===== config.mk =====
export PLATFORM = sky130hd
export DESIGN_NAME = uart_rx_deserializer_flat
export DESIGN_NICKNAME = d
export VERILOG_FILES = /design/src/rtl/uart_rx_deserializer_if.sv /design/src/rtl/uart_rx_deserializer.sv /design/src/flat_wrapper.sv
export SDC_FILE = /design/constraint.sdc
export NUM_CORES = 1
export LEC_CHECK = 0
export BUFFER_PORTS_ARGS = -buffer_cell sky130_fd_sc_hd__buf_4
export CORE_ASPECT_RATIO = 1.2
export CORE_MARGIN = 2
export CORE_UTILIZATION = 50
export CTS_BUF_LIST = sky130_fd_sc_hd__clkbuf_16
export DETAILED_ROUTE_END_ITERATION = 10
export PLACE_DENSITY = 0.66
export SYNTH_ARGS = -nofsm -noshare
export SYNTH_HDL_FRONTEND = slang
export SYNTH_SLANG_ARGS = --single-unit

===== constraint.sdc =====
create_clock -name physical_clock -period 2.05 [get_ports physical_clock]
set_input_delay 0.205 -clock physical_clock [delete_from_list [all_inputs] [get_ports physical_clock]]
set_output_delay 0.205 -clock physical_clock [all_outputs]
set_load 0.05 [all_outputs]

===== src/rtl/uart_rx_deserializer_if.sv =====
// Holding-stage bus between the UART receiver (master) and the consuming core (slave).
interface uart_rx_deserializer_if;
    logic [7:0] rx_data;
    logic       rx_valid;
    logic       rx_ready;
    logic       parity_error;
    logic       frame_error;
    logic       overrun;

    modport master (
        output rx_data, rx_valid, parity_error, frame_error, overrun,
        input  rx_ready
    );

    modport slave (
        input  rx_data, rx_valid, parity_error, frame_error, overrun,
        output rx_ready
    );
endinterface


===== src/rtl/uart_rx_deserializer.sv =====
// UART receiver: oversampled start detection, LSB-first 8-bit framing with parity/stop
// checks, and a registered valid/ready holding stage with a sticky overrun flag.
module uart_rx_deserializer #(
    parameter int OVERSAMPLE  = 10,
    parameter int SYNC_STAGES = 2,
    parameter bit PARITY_EN   = 1'b1,
    parameter bit PARITY_ODD  = 1'b0
) (
    input  logic                   physical_clock,
    input  logic                   init_flag,
    input  logic                   sample_tick,
    input  logic                   rx_serial,
    output logic                   busy,
    uart_rx_deserializer_if.master rx_bus
);
    localparam int CW = $clog2(OVERSAMPLE);
    localparam logic [CW-1:0] CNT_MID  = CW'(OVERSAMPLE / 2 - 1);
    localparam logic [CW-1:0] CNT_LAST = CW'(OVERSAMPLE - 1);

    typedef enum logic [2:0] {
        ST_IDLE   = 3'd0,
        ST_START  = 3'd1,
        ST_DATA   = 3'd2,
        ST_PARITY = 3'd3,
        ST_STOP   = 3'd4
    } state_t;

    function automatic logic parity8(input logic [7:0] d);
        return ^d;
    endfunction

    logic [SYNC_STAGES-1:0] sync_r;
    logic                   rxs_s;
    state_t                 state_r;
    logic [CW-1:0]          cnt_r;
    logic [2:0]             bit_idx_r;
    logic [7:0]             shift_r;
    logic                   perr_r;
    logic                   busy_r;
    logic [7:0]             data_r;
    logic                   valid_r;
    logic                   pe_r;
    logic                   fe_r;
    logic                   ovr_r;
    logic                   commit_s;
    logic                   accept_s;
    logic                   handshake_s;

    // Metastability synchronizer on the asynchronous line; idles high.
    always_ff @(posedge physical_clock) begin
        if (!init_flag) begin
            sync_r <= {SYNC_STAGES{1'b1}};
        end else begin
            sync_r <= {sync_r[SYNC_STAGES-2:0], rx_serial};
        end
    end

    assign rxs_s       = sync_r[SYNC_STAGES-1];
    // The stop sample ends the frame; counting to N-1 avoids overflowing cnt at N.
    assign commit_s    = (state_r == ST_STOP) && sample_tick && (cnt_r == CNT_LAST);
    assign handshake_s = valid_r && rx_bus.rx_ready;
    assign accept_s    = !valid_r || rx_bus.rx_ready;

    // Frame FSM: advances only on sample ticks, samples each bit at its midpoint.
    always_ff @(posedge physical_clock) begin
        if (!init_flag) begin
            state_r   <= ST_IDLE;
            cnt_r     <= {CW{1'b0}};
            bit_idx_r <= 3'd0;
            shift_r   <= 8'h00;
            perr_r    <= 1'b0;
            busy_r    <= 1'b0;
        end else if (sample_tick) begin
            case (state_r)
                ST_IDLE: begin
                    if (!rxs_s) begin
                        state_r <= ST_START;
                        cnt_r   <= {CW{1'b0}};
                        busy_r  <= 1'b1;
                    end
                end
                ST_START: begin
                    if (cnt_r == CNT_MID) begin
                        cnt_r <= {CW{1'b0}};
                        if (!rxs_s) begin
                            state_r   <= ST_DATA;
                            bit_idx_r <= 3'd0;
                        end else begin
                            state_r <= ST_IDLE;
                            busy_r  <= 1'b0;
                        end
                    end else begin
                        cnt_r <= cnt_r + CW'(1);
                    end
                end
                ST_DATA: begin
                    if (cnt_r == CNT_LAST) begin
                        cnt_r     <= {CW{1'b0}};
                        shift_r   <= {rxs_s, shift_r[7:1]};
                        bit_idx_r <= bit_idx_r + 3'd1;
                        if (bit_idx_r == 3'd7) begin
                            state_r <= PARITY_EN ? ST_PARITY : ST_STOP;
                        end
                    end else begin
                        cnt_r <= cnt_r + CW'(1);
                    end
                end
                ST_PARITY: begin
                    if (cnt_r == CNT_LAST) begin
                        cnt_r   <= {CW{1'b0}};
                        perr_r  <= parity8(shift_r) ^ rxs_s ^ PARITY_ODD;
                        state_r <= ST_STOP;
                    end else begin
                        cnt_r <= cnt_r + CW'(1);
                    end
                end
                ST_STOP: begin
                    if (cnt_r == CNT_LAST) begin
                        cnt_r   <= {CW{1'b0}};
                        state_r <= ST_IDLE;
                        busy_r  <= 1'b0;
                    end else begin
                        cnt_r <= cnt_r + CW'(1);
                    end
                end
                default: begin
                    state_r <= ST_IDLE;
                    cnt_r   <= {CW{1'b0}};
                    busy_r  <= 1'b0;
                end
            endcase
        end
    end

    // Holding register: commit, consume and sticky overrun bookkeeping.
    always_ff @(posedge physical_clock) begin
        if (!init_flag) begin
            data_r  <= 8'h00;
            valid_r <= 1'b0;
            pe_r    <= 1'b0;
            fe_r    <= 1'b0;
            ovr_r   <= 1'b0;
        end else begin
            if (commit_s && accept_s) begin
                data_r  <= shift_r;
                pe_r    <= PARITY_EN ? perr_r : 1'b0;
                fe_r    <= ~rxs_s;
                valid_r <= 1'b1;
            end else if (handshake_s) begin
                valid_r <= 1'b0;
            end
            // A handshake always wins, even when it coincides with a commit.
            if (handshake_s) begin
                ovr_r <= 1'b0;
            end else if (commit_s && !accept_s) begin
                ovr_r <= 1'b1;
            end
        end
    end

    assign rx_bus.rx_data      = data_r;
    assign rx_bus.rx_valid     = valid_r;
    assign rx_bus.parity_error = pe_r;
    assign rx_bus.frame_error  = fe_r;
    assign rx_bus.overrun      = ovr_r;
    assign busy                = busy_r;
endmodule


===== src/flat_wrapper.sv =====
// flat-port wrapper written by rule: the top's interface ports become plain ports
module uart_rx_deserializer_flat 
#(
    parameter int OVERSAMPLE  = 10,
    parameter int SYNC_STAGES = 2,
    parameter bit PARITY_EN   = 1'b1,
    parameter bit PARITY_ODD  = 1'b0
)
  (physical_clock, init_flag, sample_tick, rx_serial, busy, rx_bus_rx_data, rx_bus_rx_valid, rx_bus_parity_error, rx_bus_frame_error, rx_bus_overrun, rx_bus_rx_ready);
  uart_rx_deserializer_if rx_bus_i ();
  input  logic physical_clock;
  input  logic init_flag;
  input  logic sample_tick;
  input  logic rx_serial;
  output logic busy;
  output wire logic [$bits(rx_bus_i.rx_data)-1:0] rx_bus_rx_data;
  output wire logic [$bits(rx_bus_i.rx_valid)-1:0] rx_bus_rx_valid;
  output wire logic [$bits(rx_bus_i.parity_error)-1:0] rx_bus_parity_error;
  output wire logic [$bits(rx_bus_i.frame_error)-1:0] rx_bus_frame_error;
  output wire logic [$bits(rx_bus_i.overrun)-1:0] rx_bus_overrun;
  input wire logic [$bits(rx_bus_i.rx_ready)-1:0] rx_bus_rx_ready;
  assign rx_bus_rx_data = rx_bus_i.rx_data;
  assign rx_bus_rx_valid = rx_bus_i.rx_valid;
  assign rx_bus_parity_error = rx_bus_i.parity_error;
  assign rx_bus_frame_error = rx_bus_i.frame_error;
  assign rx_bus_overrun = rx_bus_i.overrun;
  assign rx_bus_i.rx_ready = rx_bus_rx_ready;
  uart_rx_deserializer #(.OVERSAMPLE(OVERSAMPLE), .SYNC_STAGES(SYNC_STAGES), .PARITY_EN(PARITY_EN), .PARITY_ODD(PARITY_ODD)) u_core (.physical_clock(physical_clock), .init_flag(init_flag), .sample_tick(sample_tick), .rx_serial(rx_serial), .busy(busy), .rx_bus(rx_bus_i));
endmodule

==> impl_metrics.env <==
export IMPL_status="complete, no violations"
export IMPL_core_um2=3080
export IMPL_nets=194
export IMPL_cts_max_level=2
export IMPL_utilization_pct=61.6
export IMPL_yosysMostFrequentCell="dfxtp_1"
export IMPL_clockBufferDepth=2
export IMPL_io_pin_count=18
export IMPL_grtUsageTotal_pct=18.0
export IMPL_final_area_um2=1900
export IMPL_synth_edff_count=0
export IMPL_grt_busiest_layer="met2"
export IMPL_skew_ns=0.00392
export IMPL_area_growth_pct=16.7
export IMPL_period_minus_slack_ns=1.75
export IMPL_yosysWarningCount=0
export IMPL_synthTopCellsByArea="dfxtp_1, mux2i_1, nor2_1"
export IMPL_fin_tns_setup_ns=0
export IMPL_die_y_um=66.5
export IMPL_place_congestion=0.717
export IMPL_syn_area_um2=1630
export IMPL_grt_ovfl_total=0
export IMPL_ys_seq_area_share_pct=41.8
export IMPL_routed_via_density=5.50
export IMPL_dieArea_um2=3730
export IMPL_use_met1_pct=21.0
export IMPL_crit_fanout=5
export IMPL_worst_path_max_delay_cell="or4b_1"
export IMPL_ir_drop_uv=710
export IMPL_powerDensity_nw_per_um2=754
export IMPL_fin_crit_sh_pct=85.3
export IMPL_ys_flop_type="dfxtp_1"
export IMPL_ctsResizeCount=0
export IMPL_leakage_nw=0.816
export IMPL_synth_cells=165
export IMPL_gr_usage_met3_pct=3.50
export IMPL_firstDrtPassIters=4
export IMPL_synth_top_area_share_pct=41.8
export IMPL_synth_common_cells="dfxtp_1, nor2_1, mux2i_1, a21oi_1"
export IMPL_hold_buffers=0
export IMPL_ys_ff_latch=34
export IMPL_ant_nets=0
export IMPL_rrSetupSlack_ns=0.30
export IMPL_place_inst=213
export IMPL_syn_area_per_cell_um2=9.86
export IMPL_crit_path_end_kind="flip-flop"
export IMPL_layout_drive_gt1_share_pct=20.5
export IMPL_yosysUniqueCellTypes=43
export IMPL_antenna_cells=0
export IMPL_cts_sinks=34
export IMPL_wire_per_inst_um=13.8
export IMPL_synthArstFlopShare_pct=0
export IMPL_timing_fmax_mhz=572
export IMPL_setup_violations=0
export IMPL_rsz0062_at_grt="no"
export IMPL_cts_tree="done"
export IMPL_relSlewSlack_pct=72.8
export IMPL_die_w_um=56.1
export IMPL_drc=0
export IMPL_postCtsSetupBuffers=0
export IMPL_arrival_ns=1.95
export IMPL_worstSkewPairLatency_ns=0.27
export IMPL_clkTransAtPathRegs_ns=0.05
export IMPL_hp_class="input pin to flip-flop"
export IMPL_grt_pass1_vias=1172
export IMPL_routed_via_count=1216
export IMPL_port_buffers=17
export IMPL_cts_buffers=5
export IMPL_num_rows=22
export IMPL_required_ns=2.25
export IMPL_worstMarginPinSlew_ns=0.407
export IMPL_grt_start_max_net_pins=17
export IMPL_synth_top_area_cell="dfxtp_1"
export IMPL_hold_violations=0
export IMPL_drtIter0Drc=44
export IMPL_start_kind="flip-flop"
export IMPL_syn_nets=175
export IMPL_initial_utilization_pct=52.8
export IMPL_slowest_delay_ns=0.48
export IMPL_met2_usage_pct=31.9
export IMPL_hold_ws_ns=0.120
export IMPL_root_buffer="clkbuf_16"
export IMPL_crit_top_cell="ha_1"
export IMPL_slew_violations=0
export IMPL_placed_cell_area_um2=1760
export IMPL_max_cap_violations=0
export IMPL_instances_no_fill=221
export IMPL_worstPathCellList="ha_1 > ha_1 > or4b_1 > a22oi_2 > o21ai_0 > a21oi_1"
export IMPL_antenna_found_initial=0
export IMPL_drt_wl_total_um=3040
export IMPL_hpwlAfterDp_um=2170
export IMPL_grt_first_pass_wirelength_um=5220
export IMPL_path_class="flip-flop to flip-flop"
final timing paths:
check | start | endpoint | depth (start not counted)
setup / recovery | u_core.bit_idx_r[0]$_SDFFE_PN0P_ | u_core.state_r[2]$_SDFFE_PN0P_ | 6
hold reg to reg | u_core.sync_r[0]$_SDFF_PN1_ | u_core.sync_r[1]$_SDFF_PN1_ | 1
hold / removal | rx_bus_rx_ready | u_core.rx_bus.overrun$_SDFFE_PP0P_ | 2
setup reg to reg | u_core.bit_idx_r[0]$_SDFFE_PN0P_ | u_core.state_r[2]$_SDFFE_PN0P_ | 6
cell usage in the layout, fill, tap and decap left out, types with 2 or more instances in the layout:
cell,n
dfxtp_1,34
nor2_1,24
buf_4,20
mux2i_1,17
a21oi_1,12
nand2_1,5
o21ai_0,5
xnor2_1,5
ha_1,5
clkbuf_16,5
inv_1,4
nand2b_1,4
nand3_1,4
xor2_1,4
or3b_4,3
nand4b_1,2
nor3b_1,2
and3b_1,2
nor2_2,2
or4b_1,2
o21ai_1,2
and3_1,2
metrics by stage:
step           total power, mW  setup slack, ns
4_1_cts                   1.44            0.301
5_1_grt                   1.47            0.183
3_3_place_gp             0.753            0.383
2_1_floorplan            0.735            0.444
3_5_place_dp             0.755            0.320
6_report                  1.43            0.302
kinds of logic (layout without fill, tap and decap cells):
logic type / count (synthesis) / in the layout / share of synthesized area (%)
simple gates: 59 / 59 / 21.3
xor+xnor: 10 / 10 / 6.23
buf+inv: 12 / 32 / 4.69
fa+ha+maj: 5 / 5 / 3.85
mux: 17 / 17 / 10.5
flops: 34 / 34 / 41.8
compound gates: 28 / 28 / 11.6
metal layers:
layer | wire length, µm | vias up
met4 | 40 | 0
met1 | 1400 | 579
met3 | 91 | 4
met5 | 0 | -
li1 | - | 615
met2 | 1510 | 18
sequential cells by signal, summed over array words and instances, names as in the netlist:
register                    count
u_core.cnt_r                    4
u_core.rx_bus.parity_error      1
u_core.bit_idx_r                3
u_core.rx_bus.rx_data           8
u_core.perr_r                   1
u_core.shift_r                  8
u_core.rx_bus.overrun           1
u_core.sync_r                   2
u_core.busy                     1
u_core.state_r                  3
u_core.rx_bus.rx_valid          1
u_core.rx_bus.frame_error       1
final cells by class:
type	instances	area [µm²]
Fill cell	288	1180
Multi-Input combinational cell	119	870
Sequential cell	34	681
Timing Repair Buffer	20	150
Clock buffer	5	125
Tap cell	36	45.0
Inverter	4	15.0
Clock inverter	3	12.5
report_power, final:
| group | total [mW] | internal [mW] | leakage, nW | switching (mW) |
|---|---|---|---|---|
| combinational | 0.0655 | 0.0273 | 0.469 | 0.0382 |
| clock | 0.689 | 0.438 | 0.0724 | 0.251 |
| sequential | 0.676 | 0.668 | 0.274 | 0.00828 |
critical path: cells and delay by family, from the launching register on:
kind            cells  cell delay [ns]
compound gates      3             0.47
fa+ha+maj           2             0.39
flops               1             0.34
simple gates        1             0.48
Note: power is estimated with default switching activity, not from simulation.
